$ cat src/rtl/text_overlay_pkg.sv
// Shared letter codes, message ids and per-message lengths for the text overlay.
package text_overlay_pkg;

  localparam logic [5:0] L_P = 6'd1;
  localparam logic [5:0] L_R = 6'd2;
  localparam logic [5:0] L_E = 6'd3;
  localparam logic [5:0] L_S = 6'd4;
  localparam logic [5:0] L_T = 6'd5;
  localparam logic [5:0] L_A = 6'd6;
  localparam logic [5:0] L_N = 6'd7;
  localparam logic [5:0] L_O = 6'd8;
  localparam logic [5:0] L_D = 6'd9;
  localparam logic [5:0] L_M = 6'd10;
  localparam logic [5:0] L_Y = 6'd11;
  localparam logic [5:0] L_U = 6'd12;
  localparam logic [5:0] L_W = 6'd13;
  localparam logic [5:0] L_I = 6'd14;
  localparam logic [5:0] L_L = 6'd15;
  localparam logic [5:0] CURSOR_CODE = 6'd63;

  typedef enum logic [2:0] {
    MSG_NONE   = 3'd0,
    MSG_START  = 3'd1,
    MSG_RANDOM = 3'd2,
    MSG_WIN    = 3'd3,
    MSG_LOSE   = 3'd4
  } msg_id_e;

  // Index of the last non-blank cell + 1; must track the contents of text_msg_rom.
  function automatic logic [8:0] msg_len(input logic [7:0] msg);
    case (msg)
      8'(MSG_START):  msg_len = 9'd27;
      8'(MSG_RANDOM): msg_len = 9'd38;
      8'(MSG_WIN):    msg_len = 9'd27;
      8'(MSG_LOSE):   msg_len = 9'd26;
      default:        msg_len = 9'd0;
    endcase
  endfunction

endpackage

$ cat src/rtl/text_msg_rom.sv
// Message ROM: combinational lookup of the letter code at a cell of a message.
module text_msg_rom
  import text_overlay_pkg::*;
#(
  parameter int MSG_W  = 3,
  parameter int CODE_W = 6
) (
  input  logic [MSG_W-1:0]  msg,
  input  logic [7:0]        cell_idx,
  output logic [CODE_W-1:0] code
);

  always_comb begin
    code = '0;
    case ({8'(msg), cell_idx})
      {8'(MSG_START), 8'd16}:  code = CODE_W'(L_P);
      {8'(MSG_START), 8'd17}:  code = CODE_W'(L_R);
      {8'(MSG_START), 8'd18}:  code = CODE_W'(L_E);
      {8'(MSG_START), 8'd19}:  code = CODE_W'(L_S);
      {8'(MSG_START), 8'd20}:  code = CODE_W'(L_S);
      {8'(MSG_START), 8'd22}:  code = CODE_W'(L_S);
      {8'(MSG_START), 8'd23}:  code = CODE_W'(L_T);
      {8'(MSG_START), 8'd24}:  code = CODE_W'(L_A);
      {8'(MSG_START), 8'd25}:  code = CODE_W'(L_R);
      {8'(MSG_START), 8'd26}:  code = CODE_W'(L_T);
      {8'(MSG_RANDOM), 8'd32}: code = CODE_W'(L_R);
      {8'(MSG_RANDOM), 8'd33}: code = CODE_W'(L_A);
      {8'(MSG_RANDOM), 8'd34}: code = CODE_W'(L_N);
      {8'(MSG_RANDOM), 8'd35}: code = CODE_W'(L_D);
      {8'(MSG_RANDOM), 8'd36}: code = CODE_W'(L_O);
      {8'(MSG_RANDOM), 8'd37}: code = CODE_W'(L_M);
      {8'(MSG_WIN), 8'd20}:    code = CODE_W'(L_Y);
      {8'(MSG_WIN), 8'd21}:    code = CODE_W'(L_O);
      {8'(MSG_WIN), 8'd22}:    code = CODE_W'(L_U);
      {8'(MSG_WIN), 8'd24}:    code = CODE_W'(L_W);
      {8'(MSG_WIN), 8'd25}:    code = CODE_W'(L_I);
      {8'(MSG_WIN), 8'd26}:    code = CODE_W'(L_N);
      {8'(MSG_LOSE), 8'd18}:   code = CODE_W'(L_Y);
      {8'(MSG_LOSE), 8'd19}:   code = CODE_W'(L_O);
      {8'(MSG_LOSE), 8'd20}:   code = CODE_W'(L_U);
      {8'(MSG_LOSE), 8'd22}:   code = CODE_W'(L_L);
      {8'(MSG_LOSE), 8'd23}:   code = CODE_W'(L_O);
      {8'(MSG_LOSE), 8'd24}:   code = CODE_W'(L_S);
      {8'(MSG_LOSE), 8'd25}:   code = CODE_W'(L_E);
      default:                 code = '0;
    endcase
  end

endmodule

$ cat src/rtl/text_overlay_mux.sv
// Pixel offset -> character cell -> letter code, 2-clock latency, one pixel per clock, no backpressure.
// Typewriter reveal per frame; TEXT_CURSOR_BLINK_EN adds a blinking cursor at the reveal point.
module text_overlay_mux
  import text_overlay_pkg::*;
#(
  parameter int CELL_W_LOG2   = 3,
  parameter int CELL_H_LOG2   = 4,
  parameter int COLS          = 16,
  parameter int ROWS          = 8,
  parameter int MSG_W         = 3,
  parameter int CODE_W        = 6,
  parameter int REVEAL_FRAMES = 4
) (
  input  logic              clk,
  input  logic              reset,
  input  logic [MSG_W-1:0]  msgSel,
  input  logic              startOfFrame,
  input  logic              insideRect,
  input  logic [10:0]       offsetX,
  input  logic [10:0]       offsetY,
  output logic [10:0]       outOffsetX,
  output logic [10:0]       outOffsetY,
  output logic [CODE_W-1:0] letter,
  output logic              letterValid,
  output logic              revealDone
);

  localparam int CNT_W = $clog2(COLS * ROWS + 1);
  localparam int FC_W  = (REVEAL_FRAMES > 1) ? $clog2(REVEAL_FRAMES) : 1;
  localparam int COL_W = 11 - CELL_W_LOG2;
  localparam int ROW_W = 11 - CELL_H_LOG2;

  localparam logic [1:0] S_IDLE   = 2'd0;
  localparam logic [1:0] S_REVEAL = 2'd1;
  localparam logic [1:0] S_DONE   = 2'd2;

  logic [1:0]             state_q, state_d;
  logic [MSG_W-1:0]       cur_msg_q, cur_msg_d;
  logic [CNT_W-1:0]       reveal_cnt_q, reveal_cnt_d;
  logic [FC_W-1:0]        frame_cnt_q, frame_cnt_d;
  logic [CNT_W-1:0]       len_cur, len_sel, reveal_nxt;

  logic [COL_W-1:0]       col;
  logic [ROW_W-1:0]       row;
  logic                   in_range_q, in_range_d;
  logic [7:0]             cell_idx_q, cell_idx_d;
  logic [CELL_W_LOG2-1:0] off_x_lo_q, off_x_lo_d;
  logic [CELL_H_LOG2-1:0] off_y_lo_q, off_y_lo_d;

  logic [CODE_W-1:0]      rom_code;
  logic                   shown;
  logic [CODE_W-1:0]      letter_q, letter_d;
  logic                   letter_valid_q, letter_valid_d;
  logic [10:0]            out_off_x_q, out_off_x_d;
  logic [10:0]            out_off_y_q, out_off_y_d;

  assign len_cur    = CNT_W'(msg_len(8'(cur_msg_q)));
  assign len_sel    = CNT_W'(msg_len(8'(msgSel)));
  assign reveal_nxt = reveal_cnt_q + CNT_W'(1);

  // Message latch and reveal FSM; a message change outranks a reveal step.
  always_comb begin
    state_d      = state_q;
    cur_msg_d    = cur_msg_q;
    reveal_cnt_d = reveal_cnt_q;
    frame_cnt_d  = frame_cnt_q;
    if (startOfFrame) begin
      if (msgSel != cur_msg_q) begin
        cur_msg_d    = msgSel;
        reveal_cnt_d = '0;
        frame_cnt_d  = '0;
        if (msgSel == '0)        state_d = S_IDLE;
        else if (len_sel == '0)  state_d = S_DONE;
        else                     state_d = S_REVEAL;
      end else begin
        case (state_q)
          S_REVEAL: begin
            if (frame_cnt_q == FC_W'(REVEAL_FRAMES - 1)) begin
              frame_cnt_d = '0;
              if (reveal_cnt_q < len_cur) reveal_cnt_d = reveal_nxt;
              if (reveal_nxt >= len_cur)  state_d = S_DONE;
            end else begin
              frame_cnt_d = frame_cnt_q + FC_W'(1);
            end
          end
          S_IDLE, S_DONE: state_d = state_q;
          default:        state_d = S_IDLE;
        endcase
      end
    end
  end

  assign col = offsetX[10:CELL_W_LOG2];
  assign row = offsetY[10:CELL_H_LOG2];

  always_comb begin
    in_range_d = insideRect && (32'(col) < COLS) && (32'(row) < ROWS);
    cell_idx_d = 8'(32'(row) * 32'(COLS) + 32'(col));
    off_x_lo_d = offsetX[CELL_W_LOG2-1:0];
    off_y_lo_d = offsetY[CELL_H_LOG2-1:0];
  end

  text_msg_rom #(
    .MSG_W  (MSG_W),
    .CODE_W (CODE_W)
  ) u_rom (
    .msg      (cur_msg_q),
    .cell_idx (cell_idx_q),
    .code     (rom_code)
  );

  assign shown = in_range_q && (32'(cell_idx_q) < 32'(reveal_cnt_q));

`ifdef TEXT_CURSOR_BLINK_EN
  logic [4:0] blink_cnt_q, blink_cnt_d;
  logic       cursor_on;

  always_comb begin
    blink_cnt_d = blink_cnt_q;
    if (startOfFrame) blink_cnt_d = blink_cnt_q + 5'd1;
  end

  // In DONE revealCnt equals the message length, so the cursor lands after the last letter.
  assign cursor_on = blink_cnt_q[4] && (state_q != S_IDLE) && in_range_q &&
                     (32'(cell_idx_q) == 32'(reveal_cnt_q));

  always_ff @(posedge clk) begin
    if (reset) blink_cnt_q <= '0;
    else       blink_cnt_q <= blink_cnt_d;
  end
`endif

  always_comb begin
    letter_d = shown ? rom_code : '0;
`ifdef TEXT_CURSOR_BLINK_EN
    if (!shown && cursor_on) letter_d = CODE_W'(CURSOR_CODE);
`endif
    letter_valid_d = (letter_d != '0);
    out_off_x_d    = 11'(off_x_lo_q);
    out_off_y_d    = 11'(off_y_lo_q);
  end

  always_ff @(posedge clk) begin
    if (reset) begin
      state_q        <= S_IDLE;
      cur_msg_q      <= '0;
      reveal_cnt_q   <= '0;
      frame_cnt_q    <= '0;
      in_range_q     <= 1'b0;
      cell_idx_q     <= '0;
      off_x_lo_q     <= '0;
      off_y_lo_q     <= '0;
      letter_q       <= '0;
      letter_valid_q <= 1'b0;
      out_off_x_q    <= '0;
      out_off_y_q    <= '0;
    end else begin
      state_q        <= state_d;
      cur_msg_q      <= cur_msg_d;
      reveal_cnt_q   <= reveal_cnt_d;
      frame_cnt_q    <= frame_cnt_d;
      in_range_q     <= in_range_d;
      cell_idx_q     <= cell_idx_d;
      off_x_lo_q     <= off_x_lo_d;
      off_y_lo_q     <= off_y_lo_d;
      letter_q       <= letter_d;
      letter_valid_q <= letter_valid_d;
      out_off_x_q    <= out_off_x_d;
      out_off_y_q    <= out_off_y_d;
    end
  end

  assign letter      = letter_q;
  assign letterValid = letter_valid_q;
  assign outOffsetX  = out_off_x_q;
  assign outOffsetY  = out_off_y_q;
  assign revealDone  = (state_q == S_DONE);

endmodule

$ cat config.mk
export PLATFORM = sky130hd
export DESIGN_NAME = text_overlay_mux
export DESIGN_NICKNAME = d
export VERILOG_FILES = /design/src/rtl/text_overlay_pkg.sv /design/src/rtl/text_msg_rom.sv /design/src/rtl/text_overlay_mux.sv
export SDC_FILE = /design/constraint.sdc
export NUM_CORES = 1
export LEC_CHECK = 0
export ABC_AREA = 1
export ABC_CLOCK_PERIOD_IN_PS = 2700
export CAP_MARGIN = 20
export CORE_MARGIN = 2
export CORE_UTILIZATION = 52
export CTS_CLUSTER_SIZE = 12
export DETAILED_ROUTE_END_ITERATION = 10
export PLACE_DENSITY_LB_ADDON = 0.08
export SLEW_MARGIN = 20
export SYNTH_ARGS = -nofsm -noshare
export SYNTH_HDL_FRONTEND = slang
export SYNTH_SLANG_ARGS = --single-unit
$ cat constraint.sdc
create_clock -name clk -period 2.7 [get_ports clk]
set_clock_uncertainty 0.05 [all_clocks]
set_input_delay 0.54 -clock clk [delete_from_list [all_inputs] [get_ports clk]]
set_output_delay 0.54 -clock clk [all_outputs]
set_load 0.005 [all_outputs]
==> impl_summary.txt <==
----------------------------------------------------
[Job]
  Number of maximum-capacitance violations ... 0

[Worst setup path]
  Arrival time at the worst endpoint ... 2.56 ns
  Worst setup path start ... cur_msg_q[0]
  Critical path fanouts, max ... 8
  Critical Path End Type ... flip-flop
  Buffers and inverters on the worst path ... 2
  Slowest stage cell on the critical path ... sky130_fd_sc_hd__dfxtp_1
  Worst stage delay on the critical path ... approximately 0.47 ns
  Required @ worst endpoint ... ~2.8 ns
  Worst Setup Start Kind ... flip-flop
  Launch point of the worst reg-to-reg path ... cur_msg_q[0]
  Top Family by Delay on Critical Path ... simple AND/OR/NAND/NOR gates
  Ordered cell list for the critical path ... inv_1, nor2_1, nor2_1, ha_1, nand2_1, o21ai_0, nand4_1, nand2_1, nand2_1, nand2_4, clkinv_4, o21ai_1, nor2_1
  Critical path class ... flip-flop to flip-flop

[STA]
  Total negative slack for setup checks ... 0 ns
  Max Transition Viols Final ... 0
  Shortest period the worst path allows ... 2.42 ns
  Unrepaired setup endpoints after global routing ... false
  Slew at the pin with the worst max-slew slack ... 0.745 ns
  Final setup violating endpoints ... 0
  Achievable clock frequency ... a little over 0.4 GHz
  Final-report hold violation count ... 0
  Final Cycle Share ... around nine tenths
  Worst slew margin ... 50.3%

[Routing]
  Routed wirelength normalized by instance count ... roughly 11 µm
  Detailed Route Iter0 Violations ... roughly 230
  Final antenna-violating net count ... 0
  Detailed-route via count ... 2,683
  Drt total wl ... between 6 and 7 mm
  Total iterations of the first detailed-routing run ... 5
  Detail-routed via count per cell ... 4.96
  DRC violation count after routing ... 0

[Global route]
  Aggregate global routing overflow ... 0
  Total routing resource utilization after global routing ... a little over a fifth
  Global-route wire length before repair ... between 10 and 15 mm
  Via count of the first global-routing pass ... between 2k and 2.5k
  Initial antenna violation count ... 0
  Largest net degree at the start of global routing ... 23

[Cells and area]
  Layout filler cell count ... 495
  Area of the multi-input gates ... 1600 µm²
  Sequential Area ... 861 µm²
  Final core utilization ... roughly two thirds
  Layout area overhead ... 19.8%
  Top library cells by usage in the layout, fill and taps aside ... sky130_fd_sc_hd__nor2_1, sky130_fd_sc_hd__inv_1, sky130_fd_sc_hd__nand2_1, sky130_fd_sc_hd__dfxtp_1, sky130_fd_sc_hd__clkdlybuf4s50_1
  Diode insertion count for antenna repair ... 0
  Leading cell type in the layout, fill and taps excluded ... sky130_fd_sc_hd__nor2_1
  Final nets ... ~520
  Share of cells above drive strength 1 ... 5.52%

[Min path]
  Hold Startpoint ... off_x_lo_q[2]
  Type of the worst min-delay path ... flip-flop to flip-flop

[Die]
  IO Count ... 59
  Horizontal extent of the die ... 77.9 µm
  Starting utilization of the core area ... 54.6%
  Placeable core region ... 5200 µm²
  Height of the die ... 77.9 µm
  Core Rows ... 26
  Floorplan die area ... between 6000 and 7000 µm²

[Logic synthesis]
  Simple-Gate Fraction of Synth Area ... ~33%
  Synthesized-area fraction occupied by adder cells ... a little under an eighth
  Area share of the leading cell type in the synthesized netlist ... 30.3%
  Post-Synthesis Cell Area ... between 2000 and 3000 µm²
  Synthesis-stage register bit count ... 43
  Sequential element share of the synthesized area ... 30.3%
  Synth Area in Compound Gates ... roughly 7.7%
  YS warnings ... 0
  Number of flops mapped to enable cells by yosys ... 0
  Portion of netlist area occupied by mux cells ... 0%
  Post-synthesis instance total ... 426
  Fraction of registers with async set/reset ... 0%
  Average cell area after synthesis ... 6.67 µm²
  Top_reg_cell synth ... sky130_fd_sc_hd__dfxtp_1
  Yosys cell types ... 33
  Cells taking the most area after synthesis ... sky130_fd_sc_hd__dfxtp_1, sky130_fd_sc_hd__nor2_1, sky130_fd_sc_hd__ha_1
  Post-synthesis share of cell area spent on xor and xnor gates ... 2.47%
  Dominant combinational cell family by area after synthesis ... simple AND/OR/NAND/NOR gates
  Synth area leader ... sky130_fd_sc_hd__dfxtp_1

[Clocking]
  Post-CTS setup buffer count ... 0
  Number of buffers inserted during clock tree synthesis ... 5
  CTS tree ... done
  Clock Sinks ... 43
  H-tree level count ... 2
  Clock transition at path regs ... 0.08 ns
  Largest buffer count on any clock path ... 2
  Worst-skew pair later-pin latency ... between 0.2 and 0.3 ns
  Master cell of the clock root buffer ... sky130_fd_sc_hd__clkbuf_8
  Hold Buf Count CTS ... 0
  Post-cts gate resize count ... 0

[Place]
  Post-DP HPWL ... 4.70 mm
  Gpl congestion ... 0.902
  Number of input and output port buffers inserted ... 41

[Pwr]
  Power density over cell area ... 506 nW/µm²
  Static leakage ... 1.71 nW
  Peak VDD IR ... 0.000250 V
  Tot Pwr ... between 1.5 and 2 mW

[Status]
  Status ... complete, no violations

----------------------------------------------------
-- kinds of logic after synthesis --
kind of cell / after synthesis
AND/OR/NAND/NOR: 212
buffers and inverters: 98
flip-flops: 43
AO/OA/AOI/OAI: 39
adder cells (fa/ha/maj): 25
XOR/XNOR: 8
other: 1
-- Yosys cell counts, types with 3 or more instances --
cell                        n
sky130_fd_sc_hd__a211oi_1   3
sky130_fd_sc_hd__a21oi_1   15
sky130_fd_sc_hd__buf_4     17
sky130_fd_sc_hd__clkbuf_1   3
sky130_fd_sc_hd__dfxtp_1   43
sky130_fd_sc_hd__ha_1      24
sky130_fd_sc_hd__inv_1     72
sky130_fd_sc_hd__nand2_1   63
sky130_fd_sc_hd__nand3_1   33
sky130_fd_sc_hd__nand4_1    7
sky130_fd_sc_hd__nor2_1    86
sky130_fd_sc_hd__nor2_2     5
sky130_fd_sc_hd__nor3_1     7
sky130_fd_sc_hd__o21ai_0   17
sky130_fd_sc_hd__xor2_1     7
-- metal layers --
metal,wire [µm],share of wire [%],GRT usage (%),up-vias
li1,-,-,-,1388
met1,2840,47,28.7,1207
met2,2800,46,34.5,84
met3,415,6.8,4.65,4
met4,43,0.71,7.37,0
met5,0,0,0,-
-- flip-flops by register name (all words and copies together) (netlist names) --
name          flops
cur_msg_q         3
off_x_lo_q        3
reveal_cnt_q      8
in_range_q        1
letter            4
outOffsetY        4
off_y_lo_q        4
frame_cnt_q       2
cell_idx_q        8
outOffsetX        3
letterValid       1
state_q           2
-- power by group --
part	internal [mW]	switching (mW)
logic	0.172	0.240
clock network	0.369	0.229
registers	0.674	0.0396
-- cell type report --
class / instances / share of cell area, %
Inverter: 75 / 8.42
Timing Repair Buffer: 44 / 12.7
Sequential cell: 43 / 25.3
Multi-Input combinational cell: 301 / 47.0
Clock buffer: 5 / 2.02
Tap cell: 70 / 2.57
Clock inverter: 3 / 1.98
-- path summary, 6_finish.rpt --
check / slack [ns] / endpoint / depth (start not counted)
max: 0.28 / reveal_cnt_q[5] / 13
max reg2reg: 0.28 / reveal_cnt_q[5] / 13
min reg2reg: 0.35 / outOffsetX[2] / 2
min: 0.35 / outOffsetX[2] / 2
-- worst reg2reg max path, cell delays in order (launching register included) --
cell                       delay (ns)
sky130_fd_sc_hd__dfxtp_1         0.47
sky130_fd_sc_hd__inv_1           0.12
sky130_fd_sc_hd__nor2_1          0.32
sky130_fd_sc_hd__nor2_1          0.18
sky130_fd_sc_hd__ha_1            0.33
sky130_fd_sc_hd__nand2_1         0.05
sky130_fd_sc_hd__o21ai_0         0.15
sky130_fd_sc_hd__nand4_1         0.10
sky130_fd_sc_hd__nand2_1         0.07
sky130_fd_sc_hd__nand2_1         0.08
sky130_fd_sc_hd__nand2_4         0.13
sky130_fd_sc_hd__clkinv_4        0.10
sky130_fd_sc_hd__o21ai_1         0.12
sky130_fd_sc_hd__nor2_1          0.06
-- stage by stage --
| stage | cell area, µm² | cells | setup WS (ns) | hold slack [ns] |
|---|---|---|---|---|
| floorplan | 2900 | 442 | 0.659 | 0.338 |
| global placement | 3270 | 533 | 0.350 | 0.339 |
| detailed placement | 3270 | 533 | 0.333 | 0.346 |
| CTS | 3400 | 541 | 0.314 | 0.359 |
| global route | 3400 | 541 | 0.0566 | 0.371 |
| finish | 3400 | 541 | 0.280 | 0.354 |
Power figures use the tool's default switching activity.
